===== config.mk =====
export PLATFORM = sky130hd
export DESIGN_NAME = inst_fetch
export DESIGN_NICKNAME = d
export VERILOG_FILES = /design/src/rtl/fetch_pkg.sv /design/src/rtl/fetch_queue.sv /design/src/rtl/inst_fetch.sv
export SDC_FILE = /design/constraint.sdc
export NUM_CORES = 1
export LEC_CHECK = 0
export ABC_AREA = 1
export BUFFER_PORTS_ARGS = -buffer_cell sky130_fd_sc_hd__clkbuf_2
export CORE_MARGIN = 3
export CORE_UTILIZATION = 45
export DETAILED_ROUTE_END_ITERATION = 10
export HOLD_SLACK_MARGIN = 0.02
export PLACE_DENSITY = 0.67
export SYNTH_ARGS = -nofsm -noshare
export SYNTH_HDL_FRONTEND = slang
export SYNTH_SLANG_ARGS = --single-unit

===== constraint.sdc =====
create_clock -name clock -period 2.6 [get_ports clock]
set_clock_uncertainty 0.15 [all_clocks]
set_input_delay 0.26 -clock clock [delete_from_list [all_inputs] [get_ports clock]]
set_output_delay 0.26 -clock clock [all_outputs]
set_load 0.02 [all_outputs]

===== src/rtl/fetch_pkg.sv =====
// Shared constants and helpers for the instruction fetch stage.
package fetch_pkg;

    localparam int unsigned FETCH_QDEPTH = 2;

    typedef logic [1:0] qcount_t;

    // Room exists when queued plus in-flight entries, less this cycle's pop, stay below depth.
    function automatic logic has_room(qcount_t count, logic pend, logic pop);
        return ({1'b0, count} + {2'b00, pend}) < (3'(FETCH_QDEPTH) + {2'b00, pop});
    endfunction

endpackage


===== src/rtl/fetch_queue.sv =====
// Two-entry instruction queue holding {pc, data}; head is always slot 0.
module fetch_queue
    import fetch_pkg::*;
#(
    parameter int unsigned DATA_W = 32,
    parameter int unsigned PC_W   = 9
) (
    input  logic              clock,
    input  logic              reset,
    input  logic              flush,
    input  logic              push,
    input  logic [PC_W-1:0]   push_pc,
    input  logic [DATA_W-1:0] push_data,
    input  logic              pop,
    output qcount_t           count,
    output logic              head_valid,
    output logic [PC_W-1:0]   head_pc,
    output logic [DATA_W-1:0] head_data
);

    typedef struct packed {
        logic [PC_W-1:0]   pc;
        logic [DATA_W-1:0] data;
    } entry_t;

    entry_t head_q;
    entry_t tail_q;
    entry_t incoming;

    always_comb begin
        incoming = '{pc: push_pc, data: push_data};
    end

    // Vacated slots are zeroed so an empty queue presents pc/data of 0.
    always_ff @(posedge clock) begin
        if (reset || flush) begin
            count  <= '0;
            head_q <= '0;
            tail_q <= '0;
        end else begin
            case ({push, pop})
                2'b10: begin
                    if (count == 2'd0) head_q <= incoming;
                    else               tail_q <= incoming;
                    count <= count + 2'd1;
                end
                2'b01: begin
                    head_q <= tail_q;
                    tail_q <= '0;
                    count  <= count - 2'd1;
                end
                2'b11: begin
                    if (count == 2'd2) begin
                        head_q <= tail_q;
                        tail_q <= incoming;
                    end else begin
                        head_q <= incoming;
                    end
                end
                default: ;
            endcase
        end
    end

    always_comb begin
        head_valid = (count != 2'd0);
        head_pc    = head_q.pc;
        head_data  = head_q.data;
    end

    no_overflow: assert property (@(posedge clock) disable iff (reset || flush)
        !(push && !pop && count == 2'd2));

endmodule


===== src/rtl/inst_fetch.sv =====
// Fetch stage: PC generation, read issue to prg_mem, capture into a 2-entry queue, redirect/flush.
module inst_fetch
    import fetch_pkg::*;
#(
    parameter int unsigned                RAM_WIDTH     = 32,
    parameter int unsigned                RAM_ADDR_BITS = 9,
    parameter logic [RAM_ADDR_BITS-1:0]   RESET_PC      = '0
) (
    input  logic                     clock,
    input  logic                     reset,
    input  logic                     fetch_en,
    input  logic                     redirect_valid,
    input  logic [RAM_ADDR_BITS-1:0] redirect_addr,
    output logic                     ram_enable,
    output logic [RAM_ADDR_BITS-1:0] address,
    input  logic [RAM_WIDTH-1:0]     out_data,
    output logic                     inst_valid,
    output logic [RAM_WIDTH-1:0]     inst_data,
    output logic [RAM_ADDR_BITS-1:0] inst_pc,
    input  logic                     inst_ready
);

    logic [RAM_ADDR_BITS-1:0] fetch_pc;
    logic [RAM_ADDR_BITS-1:0] pend_pc;
    logic                     pend;
    qcount_t                  count;
    logic                     pop;
    logic                     issue;
    logic                     push;

    always_comb begin
        pop        = inst_valid & inst_ready;
        issue      = !reset && fetch_en && !redirect_valid && has_room(count, pend, pop);
        push       = pend && !redirect_valid;
        ram_enable = issue;
        address    = fetch_pc;
    end

    always_ff @(posedge clock) begin
        if (reset) begin
            fetch_pc <= RESET_PC;
            pend     <= 1'b0;
            pend_pc  <= '0;
        end else if (redirect_valid) begin
            fetch_pc <= redirect_addr;
            pend     <= 1'b0;
        end else begin
            pend <= issue;
            if (issue) begin
                pend_pc  <= fetch_pc;
                fetch_pc <= fetch_pc + {{(RAM_ADDR_BITS-1){1'b0}}, 1'b1};
            end
        end
    end

    fetch_queue #(
        .DATA_W (RAM_WIDTH),
        .PC_W   (RAM_ADDR_BITS)
    ) u_queue (
        .clock      (clock),
        .reset      (reset),
        .flush      (redirect_valid),
        .push       (push),
        .push_pc    (pend_pc),
        .push_data  (out_data),
        .pop        (pop),
        .count      (count),
        .head_valid (inst_valid),
        .head_pc    (inst_pc),
        .head_data  (inst_data)
    );

endmodule


==> summary.md <==
The flow ran to the end, and the final reports show no timing, DRC or antenna violations. For this run, the share of the core covered by cells in the final layout is 57.43%. For the overall overflow remaining after global route, the log shows 0. After detailed routing, the average wire length per cell comes to 14.77 um. The later pin in the worst-skew pair is clocked with a latency of 370 ps.

The library cell used as clock root buffer is sky130_fd_sc_hd__clkbuf_8. The number of port buffers is 97, and the top achievable clock speed is 407.8 MHz. The tools report the count of antenna-violating nets left after detailed routing as 0.

Counting the fill cells in the layout gives 1,012. The logs give 0 for the number of max-slew violations in the final report and 0 for the antenna diode instance count. The tightest slew margin relative to the limit is 66.97%. The instance count of the mapped netlist is 675. The logs give 2 for the worst-case clock buffer depth and 0.002261 mm^2 for the area used by multi-input combinational logic. Traced cell by cell, the critical path runs through dlygate4sd3_1 -> clkbuf_2 -> inv_2 -> nand2_4 -> clkinv_2 -> nand2_4 -> a21oi_4 -> clkbuf_2. The tools report the kind of capture point of the worst setup path as a primary output. IR analysis of the VDD net gives a maximum drop of 0.3302 mV.

The top cell type's share of synthesized area was 41.40%. The logs give 37 for the row count and 147.9 ps for the setup slack after layout. 98 I/O pins were placed. Setup repair after global routing left no endpoint under its margin. The pin count of the biggest net entering global routing was 42.

In this design, the stage delay of the slowest critical-path cell is 530 ps. The DRC violation count after routing is 0. For this design, the slowest cell found on the critical path is sky130_fd_sc_hd__dlygate4sd3_1. The clock-pin transition on the worst setup and hold timing paths is 90 ps, and the final worst hold slack is 35.18 ps. The library cell used most frequently in the layout, excluding fill and tap cells, is sky130_fd_sc_hd__dfxtp_1. By area the synthesized netlist is led by sky130_fd_sc_hd__dfxtp_1 (41%), sky130_fd_sc_hd__inv_1 (7.2%), sky130_fd_sc_hd__nand2_1 (7.0%). STA classifies the critical path startpoint as an input pin. Share of cells above drive strength 1: 18.68%. Cell type contributing the most total cell area after synthesis: sky130_fd_sc_hd__dfxtp_1. The clock period minus final worst setup slack is 2452 ps. The part of the Yosys area used for sequential elements was 41.40%; the violation count after the first detailed-route iteration was 359. The distinct cell type count of the synthesized netlist was 24; the wire length of the first global-routing pass was 22.58 mm. STA puts the critical path data arrival time at 2040 ps. The logs give 0 for the Yosys warning count and 0.01056 mm^2 for the core area. Using the TritonRoute via totals, the vias-per-cell ratio works out to 5.356. The post-synthesis area per instance is 7.379 um^2. The final number of hold-violating endpoints was 0; the synthesis-to-layout area growth was 21.70%.

For the worst setup path, the data required time is 2190 ps. The congestion estimate from routability-driven global placement came to 0.8473. The logs give 4,634 for the via count of the first global-routing pass and 2.817 nW for the static leakage. The cell family contributing the most delay on the critical path is buffers and inverters. Die height: 111.2 um. The number of antenna violations at the first check in global routing was 0. The path class of the tightest hold or removal check is in2reg. Across the whole layout, storage elements account for 0.002062 mm^2.

Synthesis produced a netlist with a net count of 728. TritonCTS built the clock tree. Actual transition at the worst max-transition pin: 495.4 ps. The logs give 103 for the sink count of the clock tree and 923 for the number of non-filler instances in the completed layout. The tools report the deepest level of the CTS H-tree as 3. The tools report the number of max-cap violations as 0. The run gives 0 ps as the summed negative setup slack over all endpoints.

The critical path contains buffers and inverters numbering 5 combined. The tools report the total routed wirelength as 13.63 mm. Dividing total power by cell area gives a power density of 525.9 mW/mm^2. For this configuration, the core starts out at a cell density of 47.19%. Timing analysis after detailed placement gives a worst setup slack of 440.8 ps.

The die area is 0.01237 mm^2, and the count of endpoints failing setup in the final report is 0. For this run, the detailed router's first-pass iteration total came to 5. In this run the worst path has a maximum fanout of 24. The horizontal extent of the die was 111.2 um; the final clock period utilization by the worst path was 94.31%. The synthesized design contains 103 register bits. The wire-length estimate of the detail-placed layout is 8.437 mm.

The via count of the routed design is 4,944. The worst setup path is of the in2out kind. Buffers inserted during clock tree synthesis total 9.

Global routing used 21.88% of the available tracks. Once the clock tree was built, the setup fixing pass inserted 0 buffers. In this run, placement finished with an instance count of 874. The library cells used most frequently in the layout, excluding fill and tap cells, are sky130_fd_sc_hd__dfxtp_1 (103), sky130_fd_sc_hd__clkbuf_2 (97), sky130_fd_sc_hd__inv_1 (96). The mapped netlist covers 0.004981 mm^2. The final layout contains 835 nets.
-- final cells by class --
cell class              instances  share of cell area [%]
multi-input cells             419                   37.30
well taps                     136                   2.807
flip-flops and latches        103                   34.01
clock inverters                 7                   1.981
repair buffers                145                   15.31
inverters                     104                   6.543
clock buffers                   9                   2.043
-- stage by stage --
step | area (um^2) | total power [W]
after floorplan | 4981 | 0.001866
after global placement | 5487 | 0.001968
after detailed placement | 5487 | 0.001974
after CTS | 6061 | 0.003214
after global routing | 6062 | 0.003310
final | 6062 | 0.003188
-- timing repair --
| item | in CTS | in global routing |
|---|---|---|
| hold buffers | 33 | 0 |
| endpoints found under the setup margin | 0 | 1 |
| hold endpoints to repair | 36 | 0 |
| gates resized for setup | 0 | 1 |
-- metal layers --
metal | track usage [%] | up-vias | share of wire [%]
li1 | - | 2469 | -
met1 | 28.25 | 2291 | 44
met5 | 0 | - | 0
met3 | 4.094 | 11 | 6.4
met2 | 37.35 | 173 | 48
met4 | 6.083 | 0 | 1.1
-- power breakdown --
group	total, W	internal (W)	switching (W)
Sequential	0.00164	0.00161	0.0000284
Combinational	0.000339	0.000136	0.000203
Clock	0.00121	0.000643	0.000567
Total	0.00319	0.00239	0.000798
-- worst paths after layout --
kind	startpoint	end	slack, ps	cells after the start
worst max register to register	u_queue.count[1]	u_queue.tail_q[2]	480	10
worst max-delay path	reset	ram_enable	150	8
worst min-delay path	out_data[2]	u_queue.tail_q[2]	40	3
worst min register to register	u_queue.tail_q[1]	u_queue.tail_q[1]	320	2
-- worst register-to-register path: stages (launching register included) --
cell	delay [ps]
sky130_fd_sc_hd__dfxtp_1	440
sky130_fd_sc_hd__inv_2	100
sky130_fd_sc_hd__nand2_4	100
sky130_fd_sc_hd__nand2_4	80
sky130_fd_sc_hd__inv_2	70
sky130_fd_sc_hd__ha_1	230
sky130_fd_sc_hd__nand2_1	120
sky130_fd_sc_hd__nand2_1	80
sky130_fd_sc_hd__buf_4	400
sky130_fd_sc_hd__nand2_1	110
sky130_fd_sc_hd__a21oi_1	170
-- state kept, by name, indices dropped and copies added, names as in the netlist --
| name | cells |
|---|---|
| pend | 1 |
| u_queue.head_data | 32 |
| u_queue.head_pc | 9 |
| pend_pc | 9 |
| u_queue.count | 2 |
| u_queue.tail_q | 41 |
| address | 9 |
-- synthesized netlist by cell type --
| cell type | number |
|---|---|
| sky130_fd_sc_hd__a31oi_2 | 1 |
| sky130_fd_sc_hd__dfxtp_1 | 103 |
| sky130_fd_sc_hd__o21ai_1 | 29 |
| sky130_fd_sc_hd__o21bai_1 | 41 |
| sky130_fd_sc_hd__ha_1 | 7 |
| sky130_fd_sc_hd__nor2_1 | 7 |
| sky130_fd_sc_hd__or2_2 | 1 |
| sky130_fd_sc_hd__inv_2 | 6 |
| sky130_fd_sc_hd__nand4_1 | 41 |
| sky130_fd_sc_hd__nand3b_1 | 2 |
| sky130_fd_sc_hd__a21oi_1 | 59 |
| sky130_fd_sc_hd__clkbuf_1 | 14 |
| sky130_fd_sc_hd__nand2_2 | 2 |
| sky130_fd_sc_hd__o21ai_2 | 1 |
| sky130_fd_sc_hd__clkinv_1 | 1 |
| sky130_fd_sc_hd__a21oi_4 | 2 |
| sky130_fd_sc_hd__inv_6 | 1 |
| sky130_fd_sc_hd__buf_6 | 7 |
| sky130_fd_sc_hd__o21ai_0 | 68 |
| sky130_fd_sc_hd__nand2_4 | 5 |
| sky130_fd_sc_hd__nand3_1 | 60 |
| sky130_fd_sc_hd__buf_2 | 28 |
| sky130_fd_sc_hd__nand2_1 | 93 |
| sky130_fd_sc_hd__inv_1 | 96 |
-- cell families (layout without fill, tap and decap cells) --
logic type / after synthesis / in the layout / synth area share [%]
buffers and inverters: 153 / 265 / 13.39
flip-flops: 103 / 103 / 41.40
adder cells (fa/ha/maj): 7 / 7 / 1.758
AO/OA/AOI/OAI: 201 / 201 / 22.93
AND/OR/NAND/NOR: 211 / 211 / 20.52
Note: power is estimated with default switching activity, not from simulation.
